--- src/rtl/frame_sched_pkg.sv ---
// Shared types and widths for the frame slot scheduler and the host readout path.
package frame_sched_pkg;

  localparam int unsigned ADDR_WIDTH = 30;
  localparam int unsigned CNT_WIDTH  = 5;
  localparam int unsigned DROP_WIDTH = 16;

  typedef enum logic [1:0] {
    S_IDLE    = 2'd0,
    S_CHECK   = 2'd1,
    S_ARM     = 2'd2,
    S_CAPTURE = 2'd3
  } sched_state_e;

endpackage

--- src/rtl/slot_ring_ctrl.sv ---
// Ring of frame slots: write/read pointers, occupancy, overwrite drops and slot addresses.
module slot_ring_ctrl
  import frame_sched_pkg::*;
#(
  parameter int unsigned       NUM_SLOTS   = 4,
  parameter int unsigned       ADDR_W      = ADDR_WIDTH,
  parameter logic [ADDR_W-1:0] BASE_ADDR   = '0,
  parameter logic [ADDR_W-1:0] FRAME_BYTES = ADDR_W'(32'h0080_0000)
) (
  input  logic                  i_clk,
  input  logic                  i_reset_n,
  input  logic                  i_push,
  input  logic                  i_drop_req,
  input  logic                  i_rd_done,
  output logic                  o_full,
  output logic [CNT_WIDTH-1:0]  o_count,
  output logic [ADDR_W-1:0]     o_wr_addr,
  output logic [ADDR_W-1:0]     o_rd_addr,
  output logic [DROP_WIDTH-1:0] o_dropped_count
);

  localparam int unsigned          PTR_W    = (NUM_SLOTS > 1) ? $clog2(NUM_SLOTS) : 1;
  localparam logic [PTR_W-1:0]     LAST_PTR = PTR_W'(NUM_SLOTS - 1);
  localparam logic [CNT_WIDTH-1:0] FULL_CNT = CNT_WIDTH'(NUM_SLOTS);

  logic [PTR_W-1:0]      r_wr_ptr, r_rd_ptr, w_wr_ptr_d, w_rd_ptr_d;
  logic [CNT_WIDTH-1:0]  r_count, w_count_d;
  logic [ADDR_W-1:0]     r_wr_addr, r_rd_addr;
  logic [DROP_WIDTH-1:0] r_dropped;
  logic                  w_rd_pop, w_drop, w_pop;

  function automatic logic [PTR_W-1:0] ptr_inc(input logic [PTR_W-1:0] p);
    return (p == LAST_PTR) ? '0 : p + 1'b1;
  endfunction

  function automatic logic [ADDR_W-1:0] slot_addr(input logic [PTR_W-1:0] p);
    return BASE_ADDR + ADDR_W'(p) * FRAME_BYTES;
  endfunction

  // A host release in the same cycle as an overwrite drop takes the place of the drop.
  always_comb begin
    w_rd_pop   = i_rd_done && (r_count != '0);
    w_drop     = i_drop_req && !w_rd_pop && (r_count == FULL_CNT);
    w_pop      = w_rd_pop || w_drop;
    w_wr_ptr_d = i_push ? ptr_inc(r_wr_ptr) : r_wr_ptr;
    w_rd_ptr_d = w_pop ? ptr_inc(r_rd_ptr) : r_rd_ptr;
    w_count_d  = r_count;
    if (i_push && !w_pop) begin
      w_count_d = r_count + 1'b1;
    end else if (!i_push && w_pop) begin
      w_count_d = r_count - 1'b1;
    end
  end

  always_ff @(posedge i_clk or negedge i_reset_n) begin
    if (!i_reset_n) begin
      r_wr_ptr  <= '0;
      r_rd_ptr  <= '0;
      r_count   <= '0;
      r_wr_addr <= BASE_ADDR;
      r_rd_addr <= BASE_ADDR;
      r_dropped <= '0;
    end else begin
      r_wr_ptr  <= w_wr_ptr_d;
      r_rd_ptr  <= w_rd_ptr_d;
      r_count   <= w_count_d;
      r_wr_addr <= slot_addr(w_wr_ptr_d);
      r_rd_addr <= slot_addr(w_rd_ptr_d);
      if (w_drop && (r_dropped != '1)) begin
        r_dropped <= r_dropped + 1'b1;
      end
    end
  end

  assign o_full          = (r_count == FULL_CNT);
  assign o_count         = r_count;
  assign o_wr_addr       = r_wr_addr;
  assign o_rd_addr       = r_rd_addr;
  assign o_dropped_count = r_dropped;

endmodule

--- src/rtl/frame_slot_scheduler.sv ---
// Sequences camera captures into a DDR slot ring and hands committed frames to the host.
module frame_slot_scheduler
  import frame_sched_pkg::*;
#(
  parameter int unsigned       NUM_SLOTS      = 4,
  parameter int unsigned       ADDR_W         = ADDR_WIDTH,
  parameter logic [ADDR_W-1:0] BASE_ADDR      = '0,
  parameter logic [ADDR_W-1:0] FRAME_BYTES    = ADDR_W'(32'h0080_0000),
  parameter logic [31:0]       TIMEOUT_CYCLES = 32'd67108864
) (
  input  logic                  i_clk,
  input  logic                  i_reset_n,
  input  logic                  i_enable,
  input  logic                  i_continuous,
  input  logic                  i_overwrite,
  input  logic                  i_capture_req,
  output logic                  o_trigger,
  output logic [ADDR_W-1:0]     o_start_addr,
  input  logic                  i_frame_written,
  output logic                  o_rd_avail,
  output logic [ADDR_W-1:0]     o_rd_addr,
  input  logic                  i_rd_busy,
  input  logic                  i_rd_done,
  output logic [CNT_WIDTH-1:0]  o_frame_count,
  output logic [DROP_WIDTH-1:0] o_dropped_count,
  output logic                  o_timeout_err,
  output logic                  o_busy
);

  sched_state_e         r_state, w_state_next;
  logic [31:0]          r_timer;
  logic                 r_pending, r_trigger, r_timeout_err;
  logic [ADDR_W-1:0]    r_start_addr, w_wr_addr;
  logic [CNT_WIDTH-1:0] w_count;
  logic                 w_full, w_push, w_drop_req, w_enter_arm, w_timeout, w_timer_last;

  assign w_timer_last = (r_timer == TIMEOUT_CYCLES - 32'd1);

  slot_ring_ctrl #(
    .NUM_SLOTS   (NUM_SLOTS),
    .ADDR_W      (ADDR_W),
    .BASE_ADDR   (BASE_ADDR),
    .FRAME_BYTES (FRAME_BYTES)
  ) u_ring (
    .i_clk           (i_clk),
    .i_reset_n       (i_reset_n),
    .i_push          (w_push),
    .i_drop_req      (w_drop_req),
    .i_rd_done       (i_rd_done),
    .o_full          (w_full),
    .o_count         (w_count),
    .o_wr_addr       (w_wr_addr),
    .o_rd_addr       (o_rd_addr),
    .o_dropped_count (o_dropped_count)
  );

  always_ff @(posedge i_clk or negedge i_reset_n) begin
    if (!i_reset_n) begin
      r_state <= S_IDLE;
    end else begin
      r_state <= w_state_next;
    end
  end

  // A capture in flight always runs to commit or timeout, even with enable dropped.
  always_comb begin
    w_state_next = r_state;
    unique case (r_state)
      S_IDLE:    if (i_enable && (i_continuous || r_pending)) w_state_next = S_CHECK;
      S_CHECK: begin
        if (!i_enable) begin
          w_state_next = S_IDLE;
        end else if (!w_full || (i_overwrite && !i_rd_busy)) begin
          w_state_next = S_ARM;
        end
      end
      S_ARM:     w_state_next = S_CAPTURE;
      S_CAPTURE: if (i_frame_written || w_timer_last) w_state_next = S_IDLE;
      default:   w_state_next = S_IDLE;
    endcase
  end

  always_comb begin
    w_enter_arm   = (r_state == S_CHECK) && (w_state_next == S_ARM);
    w_drop_req    = (r_state == S_CHECK) && i_enable && w_full && i_overwrite && !i_rd_busy;
    w_push        = (r_state == S_CAPTURE) && i_frame_written;
    w_timeout     = (r_state == S_CAPTURE) && !i_frame_written && w_timer_last;
    o_busy        = (r_state != S_IDLE);
    o_rd_avail    = (w_count != '0);
    o_frame_count = w_count;
    o_trigger     = r_trigger;
    o_start_addr  = r_start_addr;
    o_timeout_err = r_timeout_err;
  end

  // start_addr is loaded on entry to S_ARM so it is settled a cycle before the trigger.
  always_ff @(posedge i_clk or negedge i_reset_n) begin
    if (!i_reset_n) begin
      r_trigger     <= 1'b0;
      r_start_addr  <= BASE_ADDR;
      r_timer       <= '0;
      r_pending     <= 1'b0;
      r_timeout_err <= 1'b0;
    end else begin
      r_trigger <= (r_state == S_ARM);
      if (w_enter_arm) begin
        r_start_addr <= w_wr_addr;
      end
      if (r_state == S_ARM) begin
        r_timer <= '0;
      end else if (r_state == S_CAPTURE) begin
        r_timer <= r_timer + 32'd1;
      end
      if (!i_enable || w_enter_arm) begin
        r_pending <= 1'b0;
      end else if (i_capture_req && (r_state != S_ARM)) begin
        r_pending <= 1'b1;
      end
      if (!i_enable) begin
        r_timeout_err <= 1'b0;
      end else if (w_timeout) begin
        r_timeout_err <= 1'b1;
      end
    end
  end

endmodule

--- config.mk ---
export PLATFORM = sky130hd
export DESIGN_NAME = frame_slot_scheduler
export DESIGN_NICKNAME = d
export VERILOG_FILES = /design/src/rtl/frame_sched_pkg.sv /design/src/rtl/slot_ring_ctrl.sv /design/src/rtl/frame_slot_scheduler.sv
export SDC_FILE = /design/constraint.sdc
export NUM_CORES = 1
export LEC_CHECK = 0
export CAP_MARGIN = 25
export CELL_PAD_IN_SITES_DETAIL_PLACEMENT = 1
export CELL_PAD_IN_SITES_GLOBAL_PLACEMENT = 1
export CORE_MARGIN = 3
export CORE_UTILIZATION = 37
export DETAILED_ROUTE_END_ITERATION = 6
export GPL_TIMING_DRIVEN = 0
export MAX_ROUTING_LAYER = met4
export PLACE_DENSITY = 0.73
export SLEW_MARGIN = 10
export SYNTH_ARGS = -nofsm -noshare
export SYNTH_HDL_FRONTEND = slang
export SYNTH_HIERARCHICAL = 1
export SYNTH_SLANG_ARGS = --single-unit
--- constraint.sdc ---
create_clock -name i_clk -period 2.8 [get_ports i_clk]
set_input_delay 0.28 -clock i_clk [delete_from_list [all_inputs] [get_ports i_clk]]
set_output_delay 0.28 -clock i_clk [all_outputs]
set_load 0.05 [all_outputs]
==> results.txt <==
Result of the run: finished, final reports clean
Max Clk Rate: 0.369 GHz
Gr ovfl total: 0
Die extent in y: 121 um
Synthesized area divided by synthesized cell count: 10.7 um^2
Number of enable-type register cells in the synthesized netlist: 0
Number of I/O port buffers: 65
Max Buffers Root-to-Sink: 2
Core footprint: 12,800 um^2
Register-to-Register Path Depth: 14
Routing usage on met1: 22.1%
Number of antenna violations at the first check in global routing: 0
Wire length per cell: 16.1 um
Largest net degree at the start of global routing: 57
Post-layout total power: 6.25 mW
Critical Path Source: u_ring/o_count[4]
Number of cell rows: 41
Ratio of total power to cell area: 955 nW/um^2
Max rail drop VDD: 0.680 mV
Share of total power in combinational logic: 49.9%
Crit path required time: 3.01 ns
Share of cells above drive strength 1: 26.7%
Clock insertion delay at the later pin of the skew report: 0.34 ns
Seq/Total Area, Yosys: 46.7%
Overall Global Routing Usage: 18.2%
Post-Route Utilization: 51.0%
Commonest register cell after synthesis: dfrtp_1
Clock transition at the registers of the reported paths: 0.06 ns
Count of pins on the block boundary: 94
Max Slew Vio Count: 0
CP arrival: 2.92 ns
Total clock buffers created by CTS: 9
End of the worst register-to-register path: u_ring/o_count[3]
Final setup TNS: 0 ns
Clk pwr share: 18.9%
Worst setup path endpoint: u_ring/o_count[3]
Met2 track demand over resource: 31.1%
Relative max-transition margin: 57.4%
Post-detailed-route via-to-cell ratio: 4.94
Critical setup path kind: reg -> reg
Ys async rst share: 100%
Post-route clock skew: 0.00487 ns
CTS H-Tree Depth: 3
Placer Congestion: 0.761
Area of the die: 14,700 um^2
Routing layer with the top usage in global route: met2
Ratio of final minimum period to clock period: 96.9%
Launching element type of the critical path: register
Total of warnings raised by yosys: 6
Leakage power: 2.89 nW
Max-cap violation count: 0
Detail Route Antenna Nets: 0
Capturing element type of the critical path: register
Beginning of the worst register-to-register path: u_ring/o_count[4]
Synth-to-Final Area Change: 32.7%
Tmin final: 2.71 ns
Sequential share of power: 31.2%
Detailed placer's ending HPWL: 8690 um
Iter 0 DRT Violations: 181
Path category of the worst min-delay check: reg -> reg
Net switching fraction of the power: 43.4%
Mapped Cells: 461
Crit-path max FO: 5
First-pass GRT wire length: 20,700 um
Final setup vio count: 0
Mapped cell area: 4930 um^2
Flop-to-flop setup slack: 0.09 ns
Number of standard cells in the final layout excluding fillers: 787
Placed cell areas: 6060 um^2
Drc violations: 0
Effective utilization at floorplan: 38.4%
Final count of hold timing violations: 0
Switching component of the power: 2.71 mW
Clock tree from TritonCTS: done
WL final: 12,700 um
Count of distinct cell types in the synthesized netlist: 50
Count of state elements after synthesis: 92
Die span in x: 121 um
Slew at the pin with the worst max-slew slack: 0.636 ns
Sinks on Clock Net: 92
First-pass detailed-route iteration total: 4
Cell count of the worst hold path: 1
Vias in the first global route: 4,050
Design Area, Final: 6540 um^2
Number of vias after detailed routing: 3,889
Clock tree root driver cell: clkbuf_16
Cell internal pwr: 3.54 mW
Met3 layer usage reported by global route: 2.38%
Number of diodes added for antenna fixing: 0
Net count reported at finish: 629
Placed insts: 754
synth_stat cells, drive strengths merged (2+ instances only):
cell | number | share of area [%]
mux2 | 37 | 8.5
a21oi | 25 | 2.6
mux2i | 5 | 1.0
nand4 | 17 | 2.3
nor4 | 14 | 2.5
buf | 65 | 9.4
o21ai | 8 | 0.81
o21a | 3 | 0.46
inv | 14 | 1.1
and4 | 7 | 1.2
a21o | 2 | 0.33
a211oi | 5 | 1.2
ha | 8 | 2.0
or4 | 17 | 2.7
or3 | 3 | 0.38
dfrtp | 92 | 47
nand3 | 14 | 1.5
nor3 | 5 | 0.51
and2 | 2 | 0.25
nor2 | 21 | 1.6
or2 | 3 | 0.38
o31ai | 15 | 2.3
o2bb2ai | 4 | 0.71
nand3b | 2 | 0.30
and3 | 5 | 0.63
clkbuf | 8 | 0.61
a31oi | 5 | 0.63
xnor2 | 13 | 2.3
nand2 | 23 | 1.8
nand2b | 2 | 0.25
xor2 | 9 | 1.6
layout by cell type (no fill, tap or decap), drive strengths merged, types with 7 or more instances in the layout:
cell            n
a21oi          25
xor2            9
conb           56
mux2           37
clkdlybuf4s50  63
inv            14
nor4           14
xnor2          13
nand3          14
and4            7
ha              8
nor2           21
or4            17
buf            84
dfrtp          92
clkbuf         22
nand4          17
o21ai           8
o31ai          15
nand2          23
final cells by class:
| class | instances | area, um^2 |
|---|---|---|
| repair buffers | 84 | 812 |
| inverters | 15 | 58.8 |
| multi-input cells | 336 | 2370 |
| flip-flops and latches | 92 | 2310 |
| clock inverters | 1 | 7.51 |
| clock buffers | 14 | 274 |
| fillers | 1463 | 6280 |
| plain buffers | 73 | 497 |
| well taps | 172 | 215 |
metrics by stage:
| step | hold slack (ns) | worst slack, ns |
|---|---|---|
| detailed placement | 0.309 | -0.244 |
| global route | 0.522 | -0.0752 |
| finish | 0.487 | 0.0873 |
| CTS | 0.490 | -0.0371 |
| floorplan | -0.0156 | 0.0303 |
| global placement | 0.471 | -2.56 |
flip-flops by register name (all words and copies together), names as in the netlist:
name / count
r_timer: 32
o_start_addr: 30
u_ring/o_dropped_count: 16
u_ring/o_count: 5
r_state: 2
u_ring/o_rd_addr: 2
u_ring/r_wr_ptr: 2
o_timeout_err: 1
o_trigger: 1
r_pending: 1
critical path, cell delays in order, from the launching register on:
cell and delay, ns:
dfrtp_2 0.43, nor4_4 0.33, and2_4 0.20, inv_1 0.06, nor4_4 0.18, a21oi_2 0.09, nor2_2 0.14, inv_2 0.06
ha_4 0.17, inv_4 0.09, ha_1 0.23, a21o_2 0.20, a21oi_2 0.12, xor2_1 0.20, o21ai_1 0.09
timing repair:
| action | 4_1_cts | 5_1_grt |
|---|---|---|
| setup endpoints to repair | 4 | 4 |
| hold endpoints to repair | 36 | 0 |
| buffers inserted | 10 | 7 |
| pin swaps | 9 | 4 |
| hold buffers | 1 | 0 |
| resized for setup | 10 | 7 |
kinds of logic (layout without fill, tap and decap cells):
| group | Yosys count | in the layout | synth area share (%) |
|---|---|---|---|
| multiplexers | 42 | 42 | 9.47 |
| XOR/XNOR | 22 | 22 | 3.91 |
| buffers and inverters | 88 | 187 | 11.2 |
| flip-flops | 92 | 92 | 46.7 |
| other | 1 | 56 | 0.0761 |
| adder cells (fa/ha/maj) | 9 | 9 | 2.44 |
| AO/OA/AOI/OAI | 70 | 70 | 9.52 |
| AND/OR/NAND/NOR | 137 | 137 | 16.7 |
metal layers:
| layer | wire, um | up-vias | part of all wire [%] |
|---|---|---|---|
| met3 | 347 | 15 | 2.7 |
| li1 | - | 1857 | - |
| met4 | 225 | 0 | 1.8 |
| met5 | 0 | - | 0 |
| met1 | 5410 | 1941 | 43 |
| met2 | 6680 | 76 | 53 |
worst min-delay path by stage:
stage	start	endpoint	slack [ns]
after floorplan	i_reset_n	o_start_addr[0]	-0.02
after global placement	o_start_addr[16]	o_start_addr[16]	0.47
after detailed placement	i_reset_n	o_start_addr[13]	0.31
after CTS	i_reset_n	o_start_addr[13]	0.49
after global routing	o_start_addr[16]	o_start_addr[16]	0.52
final	o_start_addr[16]	o_start_addr[16]	0.49
power by group through the flow:
stage          Combinational, mW  Sequential [mW]  Clock [mW]
3_3_place_gp                2.80             1.97           0
6_report                    3.12             1.95        1.18
3_5_place_dp                2.87             2.00           0
4_1_cts                     3.05             1.96        1.21
5_1_grt                     3.31             2.00        1.27
2_1_floorplan               1.01             2.93           0
(Power assumes the default switching activity.)
